==> src/rtl/demux_fifo_2lane_pkg.sv <==
// Shared constants for the two-lane demultiplexing FIFO: default widths/depth
// and the selector values that pick each lane.
package demux_fifo_2lane_pkg;

  localparam int DEF_DATA_W = 2;
  localparam int DEF_DEPTH  = 4;
  localparam int DEF_PTR_W  = 2;
  localparam int DEF_CNT_W  = 5;

  localparam logic LANE0 = 1'b0;
  localparam logic LANE1 = 1'b1;

endpackage

==> src/rtl/demux_fifo_2lane_fifo_lane.sv <==
// Show-ahead FIFO for one lane; accept reports whether this cycle's push
// was taken, so the top can detect refused writes.
module fifo_lane #(
  parameter int DATA_W = 2,
  parameter int DEPTH  = 4,
  parameter int PTR_W  = 2
) (
  input  logic              clk,
  input  logic              reset_L,
  input  logic              push,
  input  logic              pop,
  input  logic [DATA_W-1:0] din,
  output logic [DATA_W-1:0] dout,
  output logic              valid,
  output logic              full,
  output logic              accept
);

  localparam logic [PTR_W:0] DEPTH_C = (PTR_W+1)'(DEPTH);

  logic [DATA_W-1:0] mem_q [DEPTH];
  logic [PTR_W-1:0]  rd_ptr_q, rd_ptr_d;
  logic [PTR_W-1:0]  wr_ptr_q, wr_ptr_d;
  logic [PTR_W:0]    cnt_q, cnt_d;
  logic              pop_eff;

  assign valid   = (cnt_q != '0);
  assign full    = (cnt_q == DEPTH_C);
  assign pop_eff = pop & valid;
  // A pop on a full lane frees the slot the same-cycle push needs.
  assign accept  = push & (~full | pop_eff);
  assign dout    = valid ? mem_q[rd_ptr_q] : '0;

  always_comb begin
    rd_ptr_d = rd_ptr_q;
    wr_ptr_d = wr_ptr_q;
    cnt_d    = cnt_q;
    if (accept)  wr_ptr_d = wr_ptr_q + PTR_W'(1);
    if (pop_eff) rd_ptr_d = rd_ptr_q + PTR_W'(1);
    case ({accept, pop_eff})
      2'b10:   cnt_d = cnt_q + (PTR_W+1)'(1);
      2'b01:   cnt_d = cnt_q - (PTR_W+1)'(1);
      default: cnt_d = cnt_q;
    endcase
  end

  always_ff @(posedge clk or negedge reset_L) begin
    if (!reset_L) begin
      rd_ptr_q <= '0;
      wr_ptr_q <= '0;
      cnt_q    <= '0;
    end else begin
      rd_ptr_q <= rd_ptr_d;
      wr_ptr_q <= wr_ptr_d;
      cnt_q    <= cnt_d;
    end
  end

  always_ff @(posedge clk) begin
    if (accept) mem_q[wr_ptr_q] <= din;
  end

endmodule

==> src/rtl/demux_fifo_2lane.sv <==
// Steers one shared write stream into two independent show-ahead lane FIFOs
// and counts (saturating) writes refused because the target lane was full.
module demux_fifo_2lane
  import demux_fifo_2lane_pkg::*;
#(
  parameter int DATA_W = DEF_DATA_W,
  parameter int DEPTH  = DEF_DEPTH,
  parameter int PTR_W  = DEF_PTR_W,
  parameter int CNT_W  = DEF_CNT_W
) (
  input  logic              clk,
  input  logic              reset_L,
  input  logic [DATA_W-1:0] data_in,
  input  logic              valid_in,
  input  logic              selector,
  input  logic              pop0,
  input  logic              pop1,
  output logic [DATA_W-1:0] data_out0,
  output logic [DATA_W-1:0] data_out1,
  output logic              valid_out0,
  output logic              valid_out1,
  output logic              full0,
  output logic              full1,
  output logic [CNT_W-1:0]  drop_count
);

  function automatic logic [CNT_W-1:0] sat_inc(input logic [CNT_W-1:0] v);
    return (&v) ? v : v + CNT_W'(1);
  endfunction

  logic push0, push1;
  logic accept0, accept1;
  logic drop;
  logic [CNT_W-1:0] drop_count_q, drop_count_d;

  assign push0 = valid_in & (selector == LANE0);
  assign push1 = valid_in & (selector == LANE1);

  fifo_lane #(.DATA_W(DATA_W), .DEPTH(DEPTH), .PTR_W(PTR_W)) u_lane0 (
    .clk     (clk),
    .reset_L (reset_L),
    .push    (push0),
    .pop     (pop0),
    .din     (data_in),
    .dout    (data_out0),
    .valid   (valid_out0),
    .full    (full0),
    .accept  (accept0)
  );

  fifo_lane #(.DATA_W(DATA_W), .DEPTH(DEPTH), .PTR_W(PTR_W)) u_lane1 (
    .clk     (clk),
    .reset_L (reset_L),
    .push    (push1),
    .pop     (pop1),
    .din     (data_in),
    .dout    (data_out1),
    .valid   (valid_out1),
    .full    (full1),
    .accept  (accept1)
  );

  // Only one lane is targeted per cycle, so a refusal is a push its lane did not accept.
  assign drop = (push0 & ~accept0) | (push1 & ~accept1);

  always_comb begin
    drop_count_d = drop_count_q;
    if (drop) drop_count_d = sat_inc(drop_count_q);
  end

  always_ff @(posedge clk or negedge reset_L) begin
    if (!reset_L) drop_count_q <= '0;
    else          drop_count_q <= drop_count_d;
  end

  assign drop_count = drop_count_q;

endmodule

==> config.mk <==
export PLATFORM = sky130hd
export DESIGN_NAME = demux_fifo_2lane
export DESIGN_NICKNAME = d
export VERILOG_FILES = /design/src/rtl/demux_fifo_2lane_pkg.sv /design/src/rtl/demux_fifo_2lane_fifo_lane.sv /design/src/rtl/demux_fifo_2lane.sv
export SDC_FILE = /design/constraint.sdc
export NUM_CORES = 1
export LEC_CHECK = 0
export ABC_AREA = 1
export CAP_MARGIN = 5
export CORE_UTILIZATION = 55
export CTS_CLUSTER_SIZE = 40
export DETAILED_ROUTE_END_ITERATION = 12
export GPL_TIMING_DRIVEN = 0
export PLACE_DENSITY = 0.87
export SYNTH_ARGS = -nofsm -noshare
export SYNTH_HDL_FRONTEND = slang
export SYNTH_SLANG_ARGS = --single-unit
==> constraint.sdc <==
create_clock -name clk -period 2.1 [get_ports clk]
set_input_delay 0.42 -clock clk [delete_from_list [all_inputs] [get_ports clk]]
set_output_delay 0.42 -clock clk [all_outputs]
set_load 0.03 [all_outputs]
==> impl_metrics.py <==
metrics = {
    "timing": {
        "max_freq_ghz": 0.5093,
        "tns_ns": 0,
        "finalHoldViolCount": 0,
        "period_needed_ns": 1.963,
        "tightestPinTransition_ns": 0.8593,
        "rsz0062_at_grt": "no",
        "finalClockSkew_ns": 0.004971,
        "slew_headroom_pct": 42.54,
        "setup_viol": 0,
        "fin_crit_sh_pct": 93.50,
        "holdWs_ns": 0.5226,
        "slew_violations": 0,
    },
    "global_routing": {
        "antenna_found_initial": 0,
        "grt-ovfl-total": 0,
        "grt_max_degree": 20,
        "first_global_vias": 1204,
        "grt_usage_pct": 20.46,
        "grt_first_pass_wirelength_um": 5064,
    },
    "synth": {
        "yosys.area_share.adder_pct": 10.51,
        "synth_xor_area_share_pct": 5.671,
        "synthArstFlopShare_pct": 54.29,
        "synthCells": 182,
        "synth_top_area_share_pct": 26.56,
        "yosys.area.top_type": "edfxtp_1",
        "syn_area_per_cell_sq_um": 9.941,
        "synthMuxAreaShare_pct": 0,
        "synth_flop_cell": "dfrtp_1",
        "synth_common_cells": "33 x inv_1, 31 x nor2_1, 19 x dfrtp_1",
        "yosys.area_share.simple_pct": 17.91,
        "yosysWarnings": 0,
        "syn-num-nets": 204,
        "synthTopCellsByArea": "edfxtp_1 27%, dfrtp_1 26%, ha_1 8.3%",
        "synth-edff-count": 16,
        "synth_top_family_by_area": "simple AND/OR/NAND/NOR gates",
        "synth_most_common_cell": "inv_1",
        "ys_ff_latch": 35,
        "syn_area_sq_mm": 0.001809,
        "synthDistinctLibCells": 21,
        "synth_compound_area_share_pct": 5.947,
        "synth_seq_area_share_pct": 52.84,
    },
    "worst_hold_path": {
        "min_to": "u_lane0.rd_ptr_q[1]$_DFFE_PN0P_",
        "hold_class": "flip-flop to flip-flop",
        "min_from": "u_lane0.rd_ptr_q[1]$_DFFE_PN0P_",
        "holdPathStages": 1,
    },
    "run": {
        "cap_violations": 0,
    },
    "floorplan": {
        "die_w_um": 59.36,
        "core_sq_mm": 0.003078,
        "io_pins": 21,
        "start_util_pct": 58.78,
        "die_area_sq_mm": 0.003523,
        "fp.dieH_um": 59.36,
        "rows": 20,
    },
    "routing": {
        "first_iter_violations": 65,
        "wire_per_inst_um": 10.82,
        "drt-vias-per-instance": 4.867,
        "drc": 0,
        "dr_total_vias": 1246,
        "final_antenna_net_count": 0,
        "drt_wl_total_um": 2771,
        "drt-pass1-iter-count": 4,
    },
    "setup_path": {
        "critPathMaxFanout": 4,
        "cp_data_arrival_time_ns": 2.19,
        "reg2reg_from": "u_lane1.cnt_q[0]$_DFFE_PN0P_",
        "worstSetupEndpointType": "flip-flop",
        "rr_endpoint": "u_lane1.cnt_q[2]$_DFFE_PN0P_",
        "worstSetupPathType": "flip-flop to flip-flop",
        "r2r_setup_slack_ns": 0.14,
        "cp.required_ns": 2.32,
        "critPathLaunchType": "flip-flop",
        "reg2reg_depth": 9,
    },
    "clock_network": {
        "root_buffer": "clkbuf_4",
        "clk_path_buf_depth": 2,
        "htree_levels": 2,
        "clk_latency_ns": 0.34,
        "cts_made_buffers": 5,
        "numClockSinks": 35,
        "cts_tree": "yes",
        "path_clk_slew_ns": 0.10,
    },
    "pwr": {
        "powerDensity_mw_per_mm2": 1373,
        "p_leak_uw": 0.001007,
        "vdd_drop_max_mv": 0.6403,
        "p_total_uw": 2989,
    },
    "layout": {
        "area_growth_pct": 20.33,
        "drive_gt1_share_pct": 16.98,
        "fin_util_pct": 70.73,
        "diodes": 0,
        "nets": 233,
    },
    "status": {
        "status": "completed",
    },
    "place": {
        "globalplace.congestion": 0.7938,
        "io_buffers": 20,
        "place_hpwl_um": 2034,
    },
}
power breakdown:
group	switching, uW	total (uW)	leakage, uW	internal [uW]
clock	219	590	0.0000525	371
sequential	197	1120	0.000370	922
combinational	806	1280	0.000585	473
kinds of logic (layout without fill, tap and decap cells):
group | count (synthesis) | in the layout
buffers and inverters | 34 | 64
AOI/OAI and AO/OA | 20 | 20
xor gates and xnor gates | 10 | 10
and+or+nand+nor | 69 | 69
adders and majority gates | 14 | 14
DFF | 35 | 35
cell usage in the layout (no fill, tap or decap), types with 3 or more instances in the layout:
cell,count
inv_1,33
nor2_1,31
nand2_1,16
edfxtp_1,16
dfrtp_1,15
o21ai_0,12
ha_1,12
clkdlybuf4s50_1,12
nand3_1,6
nand2_2,5
a21oi_1,5
xor2_1,5
clkbuf_4,5
nor2_2,4
clkbuf_2,4
dlygate4sd2_1,4
dfrtp_2,4
a21oi_2,3
xnor2_1,3
repair_timing:
action	4_1_cts	5_1_grt
pin swaps	0	1
hold buffers	0	0
endpoints found under the setup margin	8	6
setup buffers	0	2
gates resized for setup	8	13
stage by stage:
stage                     worst slack (ns)  cells  area (sq um)
final                               0.1365    256          2177
after global routing           0.000006217    256          2177
after CTS                          0.04763    254          2168
after detailed placement           -0.2659    246          2077
after global placement             -0.1893    246          2077
after floorplan                  -0.005220    182          1822
routing by layer:
| metal | GRT usage [%] | vias up | share of wire, % |
|---|---|---|---|
| met5 | 0 | - | 0 |
| li1 | - | 628 | - |
| met4 | 12.93 | 0 | 2.3 |
| met3 | 4.803 | 7 | 4.0 |
| met2 | 33.55 | 27 | 49 |
| met1 | 24.16 | 584 | 45 |
registers in the layout (all words and copies together) (netlist names):
signal,flops
u_lane1.mem_q,8
u_lane0.wr_ptr_q,2
u_lane1.cnt_q,3
u_lane0.cnt_q,3
u_lane1.wr_ptr_q,2
u_lane1.rd_ptr_q,2
u_lane0.rd_ptr_q,2
drop_count,5
u_lane0.mem_q,8
critical path: stages, from the launching register on:
cell	delay (ns)
dfrtp_2	0.46
nor3_4	0.20
nand2_2	0.08
nand2_4	0.08
ha_1	0.14
inv_1	0.07
fa_1	0.40
a21oi_2	0.14
o21ai_0	0.11
xor2_1	0.16
cell type report:
| cell class | instances | area [sq um] |
|---|---|---|
| fillers | 228 | 900.9 |
| multi-input cells | 113 | 740.7 |
| well taps | 44 | 55.05 |
| clock inverters | 2 | 60.06 |
| inverters | 34 | 128.9 |
| clock buffers | 6 | 41.29 |
| repair buffers | 22 | 190.2 |
| flip-flops and latches | 35 | 960.9 |
worst max-delay path by stage:
stage / from / to / slack (ns) / cells past startpoint
2_1_floorplan: u_lane1.cnt_q[0]$_DFFE_PN0P_ / u_lane1.cnt_q[2]$_DFFE_PN0P_ / -0.005 / 9
3_3_place_gp: pop1 / u_lane1.cnt_q[2]$_DFFE_PN0P_ / -0.19 / 10
3_5_place_dp: pop1 / u_lane1.cnt_q[2]$_DFFE_PN0P_ / -0.27 / 10
4_1_cts: u_lane1.cnt_q[0]$_DFFE_PN0P_ / u_lane1.cnt_q[2]$_DFFE_PN0P_ / 0.05 / 9
5_1_grt: u_lane1.cnt_q[0]$_DFFE_PN0P_ / u_lane1.cnt_q[2]$_DFFE_PN0P_ / 0.000006 / 9
6_report: u_lane1.cnt_q[0]$_DFFE_PN0P_ / u_lane1.cnt_q[2]$_DFFE_PN0P_ / 0.14 / 9
Power figures use the tool's default switching activity.
